--- config.mk ---
export PLATFORM = sky130hd
export DESIGN_NAME = fluxo_dados_param
export DESIGN_NICKNAME = d
export VERILOG_FILES = /design/src/rtl/fluxo_dados_param.sv
export SDC_FILE = /design/constraint.sdc
export NUM_CORES = 1
export LEC_CHECK = 0
export BUFFER_PORTS_ARGS = -buffer_cell sky130_fd_sc_hd__buf_2
export CAP_MARGIN = 15
export CORE_MARGIN = 2
export CORE_UTILIZATION = 45
export DETAILED_ROUTE_END_ITERATION = 16
export GPL_TIMING_DRIVEN = 1
export PLACE_DENSITY = 0.73
export SYNTH_ARGS = -nofsm -noshare
export SYNTH_HDL_FRONTEND = slang
export SYNTH_SLANG_ARGS = --single-unit
--- constraint.sdc ---
create_clock -name clock -period 2.69 [get_ports clock]
set_input_delay 0.538 -clock clock [delete_from_list [all_inputs] [get_ports clock]]
set_output_delay 0.538 -clock clock [all_outputs]
set_load 0.02 [all_outputs]
--- src/rtl/fluxo_dados_param.sv ---
// Datapath for the sequence-memory game: memory, round/address counters, play register, timeouts, LED mux.
// Latency: counters and registers update on the clock edge; all status outputs and memory reads are combinational.
// Backpressure: none. The controlling FSM sequences every operation through its zera/conta/registra/grava strobes.
module fluxo_dados_param #(
  parameter int N_BOTOES   = 4,
  parameter int ADDR_W     = 4,
  parameter int MAX_RODADA = 15,
  parameter int T_JOGADA   = 5000,
  parameter int T_INICIAL  = 2000
) (
  input  logic                         clock,
  input  logic                         reset,
  input  logic                         zeraR,
  input  logic                         registraR,
  input  logic                         zeraCR,
  input  logic                         contaCR,
  input  logic                         zeraCE,
  input  logic                         contaCE,
  input  logic                         zeraT,
  input  logic                         contaT,
  input  logic                         zeraTI,
  input  logic                         contaTI,
  input  logic                         grava,
  input  logic [N_BOTOES-1:0]          botoes,
  output logic                         jogada_correta,
  output logic                         enderecoIgualRodada,
  output logic                         fimCE,
  output logic                         fimCR,
  output logic                         jogada_feita,
  output logic                         jogada_valida,
  output logic                         timeout,
  output logic                         timeout_jogada_inicial,
  output logic [N_BOTOES-1:0]          leds,
  output logic [ADDR_W-1:0]            db_contagem,
  output logic [ADDR_W-1:0]            db_rodada,
  output logic [N_BOTOES-1:0]          db_jogada,
  output logic [N_BOTOES-1:0]          db_memoria,
  output logic                         db_tem_jogada,
  output logic [$clog2(T_JOGADA)-1:0]  db_timeout_q
);

  localparam int TJ_W  = $clog2(T_JOGADA);
  localparam int TI_W  = $clog2(T_INICIAL);
  localparam int DEPTH = 2 ** ADDR_W;

  // Terminal values, sized to their counters so every comparison is width-matched.
  localparam logic [ADDR_W-1:0] LP_MAX_RODADA = ADDR_W'(MAX_RODADA);
  localparam logic [ADDR_W-1:0] LP_ADDR_ONE   = ADDR_W'(1);
  localparam logic [TJ_W-1:0]   LP_TJ_LAST    = TJ_W'(T_JOGADA - 1);
  localparam logic [TJ_W-1:0]   LP_TJ_ONE     = TJ_W'(1);
  localparam logic [TI_W-1:0]   LP_TI_LAST    = TI_W'(T_INICIAL - 1);
  localparam logic [TI_W-1:0]   LP_TI_ONE     = TI_W'(1);

  logic [ADDR_W-1:0]   r_rodada;
  logic [ADDR_W-1:0]   r_endereco;
  logic [N_BOTOES-1:0] r_jogada;
  logic [TJ_W-1:0]     r_cnt_jogada;
  logic [TI_W-1:0]     r_cnt_inicial;
  logic                r_tem_jogada_ant;
  logic [N_BOTOES-1:0] r_mem [DEPTH];

  logic [ADDR_W-1:0]   w_mem_addr;
  logic [N_BOTOES-1:0] w_mem_dado;
  logic                w_tem_jogada;
  logic [N_BOTOES-1:0] w_botoes_menos_um;

  // While recording, the write slot is the current round; otherwise the replay address selects the entry.
  assign w_mem_addr   = grava ? r_rodada : r_endereco;
  assign w_mem_dado   = r_mem[w_mem_addr];
  assign w_tem_jogada = |botoes;

  // Round counter: clear wins over count, saturates at the last round instead of wrapping.
  always_ff @(posedge clock or posedge reset) begin
    if (reset) begin
      r_rodada <= '0;
    end else if (zeraCR) begin
      r_rodada <= '0;
    end else if (contaCR && (r_rodada != LP_MAX_RODADA)) begin
      r_rodada <= r_rodada + LP_ADDR_ONE;
    end
  end

  // Address counter: same clear/count/saturate behaviour as the round counter.
  always_ff @(posedge clock or posedge reset) begin
    if (reset) begin
      r_endereco <= '0;
    end else if (zeraCE) begin
      r_endereco <= '0;
    end else if (contaCE && (r_endereco != LP_MAX_RODADA)) begin
      r_endereco <= r_endereco + LP_ADDR_ONE;
    end
  end

  // Play register: captures the pressed buttons for comparison against the stored sequence.
  always_ff @(posedge clock or posedge reset) begin
    if (reset) begin
      r_jogada <= '0;
    end else if (zeraR) begin
      r_jogada <= '0;
    end else if (registraR) begin
      r_jogada <= botoes;
    end
  end

  // Sequence memory write port; contents deliberately survive reset so a restarted game can be replayed.
  always_ff @(posedge clock) begin
    if (grava) begin
      r_mem[w_mem_addr] <= botoes;
    end
  end

  // Play timeout: counts 0..T_JOGADA-1 and wraps, holding while contaT is low.
  always_ff @(posedge clock or posedge reset) begin
    if (reset) begin
      r_cnt_jogada <= '0;
    end else if (zeraT) begin
      r_cnt_jogada <= '0;
    end else if (contaT) begin
      if (r_cnt_jogada == LP_TJ_LAST) begin
        r_cnt_jogada <= '0;
      end else begin
        r_cnt_jogada <= r_cnt_jogada + LP_TJ_ONE;
      end
    end
  end

  // Initial-display timeout: same wrap-around counter, sized for T_INICIAL.
  always_ff @(posedge clock or posedge reset) begin
    if (reset) begin
      r_cnt_inicial <= '0;
    end else if (zeraTI) begin
      r_cnt_inicial <= '0;
    end else if (contaTI) begin
      if (r_cnt_inicial == LP_TI_LAST) begin
        r_cnt_inicial <= '0;
      end else begin
        r_cnt_inicial <= r_cnt_inicial + LP_TI_ONE;
      end
    end
  end

  // Edge detector history: previous-cycle "any button pressed".
  always_ff @(posedge clock or posedge reset) begin
    if (reset) begin
      r_tem_jogada_ant <= 1'b0;
    end else begin
      r_tem_jogada_ant <= w_tem_jogada;
    end
  end

  // A value with exactly one bit set is non-zero and loses that bit when decremented.
  assign w_botoes_menos_um = botoes - N_BOTOES'(1);

  // Status, LED mux and debug outputs; LEDs show the stored sequence during display, go dark while recording.
  always_comb begin
    jogada_correta         = (w_mem_dado == r_jogada);
    enderecoIgualRodada    = (r_endereco == r_rodada);
    fimCE                  = (r_endereco == LP_MAX_RODADA);
    fimCR                  = (r_rodada == LP_MAX_RODADA);
    jogada_feita           = w_tem_jogada & ~r_tem_jogada_ant;
    jogada_valida          = w_tem_jogada && ((botoes & w_botoes_menos_um) == '0);
    timeout                = (r_cnt_jogada == LP_TJ_LAST);
    timeout_jogada_inicial = (r_cnt_inicial == LP_TI_LAST);
    if (contaTI) begin
      leds = w_mem_dado;
    end else if (grava) begin
      leds = '0;
    end else begin
      leds = botoes;
    end
    db_contagem   = r_endereco;
    db_rodada     = r_rodada;
    db_jogada     = r_jogada;
    db_memoria    = w_mem_dado;
    db_tem_jogada = w_tem_jogada;
    db_timeout_q  = r_cnt_jogada;
  end

endmodule

# Word level (Yosys, flattened, before mapping)
# Memory sizes are Yosys's and may differ from the RTL's.
# Index checks and enable logic that the tools add are counted.
[totals]
mem_bits_rw = 64
memories = 1
out_inout_bits = 42
elab_cells = 50
in_bits = 17
regBits = 37
[memory_table]
columns = ["memory", "words", "word_bits", "read_ports", "rd_clocked_by_memory_dff", "write_ports", "line", "text"]
rows = [
  ["r_mem", 16, 4, 1, 0, 1, "60", "logic [N_BOTOES-1:0] r_mem [DEPTH];"],
]
[classes]
add_sub_neg = 5
n_reduce_logical = 10
n_eq_ne = 8
bitwise_logic = 3
muxes = 17
[ops]
columns = ["operator", "n"]
rows = [
  ["two-way mux 13 bit", 3],
  ["two-way mux 4 bit", 9],
  ["two-way mux 11 bit", 3],
  ["adder 13 x 1 -> 13 bit (second input constant)", 1],
  ["== test 13 bit (second input constant)", 1],
  ["adder 11 x 1 -> 11 bit (second input constant)", 1],
  ["== test 11 bit (second input constant)", 1],
  ["nonzero test 2 bit", 5],
  ["adder 4 x 1 -> 4 bit (second input constant)", 2],
  ["== test 4 bit", 2],
  ["== test 4 bit (second input constant)", 2],
  ["!= test 4 bit (second input constant)", 2],
  ["bitwise AND 4 bit", 1],
  ["zero test 4 bit", 1],
  ["OR reduction 4 bit", 1],
  ["subtractor 4 x 1 -> 4 bit (second input constant)", 1],
  ["logical AND 1 bit", 3],
  ["two-way mux 1 bit", 2],
  ["bitwise AND 1 bit", 1],
  ["NOT 1 bit", 1],
]

# Longest topological paths before layout
[depth]
depth_word = 4
ltp_mapped = 9
ltp_nobuf = 7

# Worst setup path after synthesis
# Ideal clock, no wire load.
[synth_path]
path_kind = "reg-to-output"
from = "register r_rodada[1] (netlist: db_rodada[1])"
to = "output port jogada_correta"
t_required_ps = 2152
path_buffers = 2
setup_slack_ps = -342
stages_incl_launch_ff = 9
arrival_time_ps = 2494
cell_sequence = "dfrtp_1 -> clkbuf_1 -> nand3b_1 -> clkbuf_1 -> a21oi_1 -> o41ai_1 -> and4_1 -> xor2_1 -> nor4_2"
[synth_between]
elab_chain_len = 3
[synth_rtl]
columns = ["element", "line", "text"]
rows = [
  ["start: declaration", "54", "logic [ADDR_W-1:0] r_rodada;"],
  ["start signal: assignment", "79", "r_rodada <= r_rodada + LP_ADDR_ONE;"],
  ["two-way mux 4 bit", "68", "assign w_mem_addr = grava ? r_rodada : r_endereco;"],
  ["memory (16 x 4 bit)", "n/a", ""],
  ["named net db_memoria[0]", "37", "output logic [N_BOTOES-1:0] db_memoria,"],
  ["== test 4 bit", "156", "jogada_correta = (w_mem_dado == r_jogada);"],
  ["end: declaration", "25", "output logic jogada_correta,"],
]
# The timed path passes the listed nets, and every way through them passes these cells.

# Worst setup path after layout
[layout_path]
from = "register r_endereco[0] (netlist: db_contagem[0])"
to = "output port jogada_correta"
[layout_between]
elab_chain_len = 3
[layout_rtl]
columns = ["element", "line", "text"]
rows = [
  ["start: declaration", "55", "logic [ADDR_W-1:0] r_endereco;"],
  ["start signal: assignment", "90", "r_endereco <= r_endereco + LP_ADDR_ONE;"],
  ["two-way mux 4 bit", "68", ""],
  ["memory (16 x 4 bit)", "n/a", ""],
  ["== test 4 bit", "156", ""],
]
# No other way between the ends.

==> out/results.tsv <==
stage	metric	value	unit
outcome	status	finished with violations	
outcome	failed_checks	setup timing	
global_routing	grt_max_degree	38	
min_path	hold_class	in2async	
cells_and_area	nets	522	
drt	drcViolationCount	0	
flow_run	drv_cap	0	
critical_path	crit_end	jogada_correta	
placed_design	hpwl	8.32	mm
power_and_ir_drop	totalPowerFinal	3.20	mW
yosys	async_reset_ff_frac	0.366	
timing	finalMaxSlewViolations	0	
global_routing	grt_use_total	0.217	
clock_network	clock_path_buffers	2	
yosys	synthFlopType	edfxtp_1	
cells_and_area	n_antenna_cell	0	
drt	drt-pass1-iter-count	4	
yosys	synth_enable_flop_cells	64	
floorplanning	die_height	106	um
global_routing	grt_pass1_wl	18.8	mm
placed_design	pre_cts_slack	-0.521	ns
yosys	synth_fp_nets	425	
yosys	synth.avg_cell_area	11.7	um2
timing	fmax	317	MHz
placed_design	post-place-cells	617	
drt	ant_nets	0	
floorplanning	dieArea	11300	um2
clock_network	clk_pin_slew	0.10	ns
yosys	synth_cells	404	
global_routing	grt_overflow	0	
timing	max_slew_margin	0.543	
critical_path	r2r-end	db_timeout_q[5]	
global_routing	grt_antenna_before_repair	0	
critical_path	crit_type	reg2out	
floorplanning	die_width	106	um
drt	drt_iter0_drc	217	
power_and_ir_drop	vdd_drop_max	312	uV
floorplanning	core_area	10300	um2
critical_path	reg2reg_depth	5	
timing	period_share	1.17	
critical_path	required	2.15	ns
placed_design	gp_congestion	0.903	
cells_and_area	mostFrequentLayoutCell	edfxtp_1	
drt	routed_via_density	5.67	
critical_path	r2r-start	db_timeout_q[3]	
cells_and_area	final_cell_mix	edfxtp_1 (64), nor2_1 (60), buf_2 (50)	
timing	setup_tns	-2.30	ns
yosys	synth_area	4730	um2
timing	fin_crit	3.15	ns
critical_path	end_kind	output port	
global_routing	grt_pass1_vias	3615	
critical_path	cp-startpoint	db_contagem[0]	
floorplanning	start_util	0.460	
timing	tightest_slew	0.677	ns
clock_network	cts_max_level	3	
floorplanning	num_rows	37	
timing	worst_hold_slack	0.268	ns
clock_network	clkSinkCount	101	
yosys	yosysUniqueCellTypes	51	
timing	setup_ws	-0.460	ns
drt	routed_wl	12.1	mm
floorplanning	ios	59	
clock_network	ctsHoldBuffers	0	
placed_design	port_buffers	58	
clock_network	cts_tree	yes	
cells_and_area	syn_to_final_growth	27.5	%
critical_path	critPathMaxFanout	7	
clock_network	clock-root-buffer	clkbuf_8	
yosys	synth_seq_area_share	0.602	
yosys	ys_ff_latch	101	
drt	wl_per_cell	18.8	um
timing	hold_viol_final	0	
timing	rsz0062_at_grt	yes	
cells_and_area	drive_above_1_share	0.350	
power_and_ir_drop	p_leak	2.41	nW
clock_network	numCtsBuffers	9	
timing	fin_skew	0.00898	ns
timing	setup_viol	9	
critical_path	worstPathArrival	2.61	ns
clock_network	worstSkewPairLatency	0.37	ns
drt	vias	3642	
critical_path	crit_path_start_kind	flip-flop	
power_and_ir_drop	p_per_area	531	nW/um2
yosys	ys_warn_count	0	
cells_and_area	instances_no_fill	642	
critical_path	reg2reg_slack	0.57	ns
flip-flops by register name, summed over array words and instances (netlist names):
signal and count:
db_contagem 4, db_jogada 4, db_rodada 4, db_timeout_q 13
r_cnt_inicial 11, r_mem 64, r_tem_jogada_ant 1
critical path, cell delays in order (launching register included):
cell,delay (ns)
dfrtp_2,0.47
or3b_4,0.35
buf_6,0.15
a21oi_1,0.07
o41ai_1,0.31
nand4_1,0.24
xnor2_2,0.20
nor4_4,0.26
buf_4,0.18
report_power, final:
| group | total, mW | switching (mW) | internal [mW] |
|---|---|---|---|
| clock | 0.981 | 0.539 | 0.442 |
| sequential | 1.71 | 0.0287 | 1.68 |
| combinational | 0.514 | 0.286 | 0.229 |
layer usage:
layer / part of all wire / GRT usage / vias up
met4: 0.029 / 0.0872 / 0
li1: - / - / 1680
met3: 0.058 / 0.0441 / 23
met2: 0.53 / 0.385 / 137
met5: 0 / 0 / -
met1: 0.39 / 0.258 / 1802
worst min path at each step:
stage | from | to | slack [ns] | cells past startpoint
detailed placement | db_timeout_q[11] | db_timeout_q[11] | 0.55 | 1
floorplan | r_cnt_inicial[8] | r_cnt_inicial[8] | 0.50 | 2
global placement | db_timeout_q[11] | db_timeout_q[11] | 0.52 | 1
CTS | reset | db_timeout_q[2] | 0.26 | 3
global route | reset | db_timeout_q[2] | 0.32 | 3
finish | reset | db_timeout_q[2] | 0.27 | 3
cells in the mapped netlist (all sizes together), types with 7 or more instances:
master,instances,area (um2)
a21oi,53,265
buf,10,62.6
clkbuf,12,46.3
dfrtp,37,926
edfxtp,64,1920
nand2,16,60.1
nand2b,7,43.8
nand3,20,100
nor2,60,225
o21ai,9,45.0
o41ai,12,105
xnor2,9,78.8
xor2,22,193
final cells by class:
type                       count  area [um2]
clock buffer                   9         124
clock inverter                 7        80.1
fill                         860        4250
inverter                       6        25.0
multi-input combinational    276        2010
sequential                   101        2850
tap                          136         170
timing repair buffer         107         764
what timing repair did:
action,in CTS,in global routing
cloned,0,1
gates resized for setup,25,40
pin swaps,8,11
buffers inserted,4,4
endpoints found under the setup margin,9,10
stage by stage:
step                area, um2   util
floorplan                4840      -
global placement         5460  0.531
detailed placement       5460  0.531
CTS                      5800  0.564
global route             6030  0.587
finish                   6030  0.587
cell families after synthesis:
kind of cell,count (synthesis),share of synthesized area
compound gates,89,0.115
buf+inv,28,0.0278
flops,101,0.602
fa+ha+maj,4,0.0106
simple gates,139,0.147
xor+xnor,31,0.0574
mux,12,0.0397
Note: power is estimated with default switching activity, not from simulation.
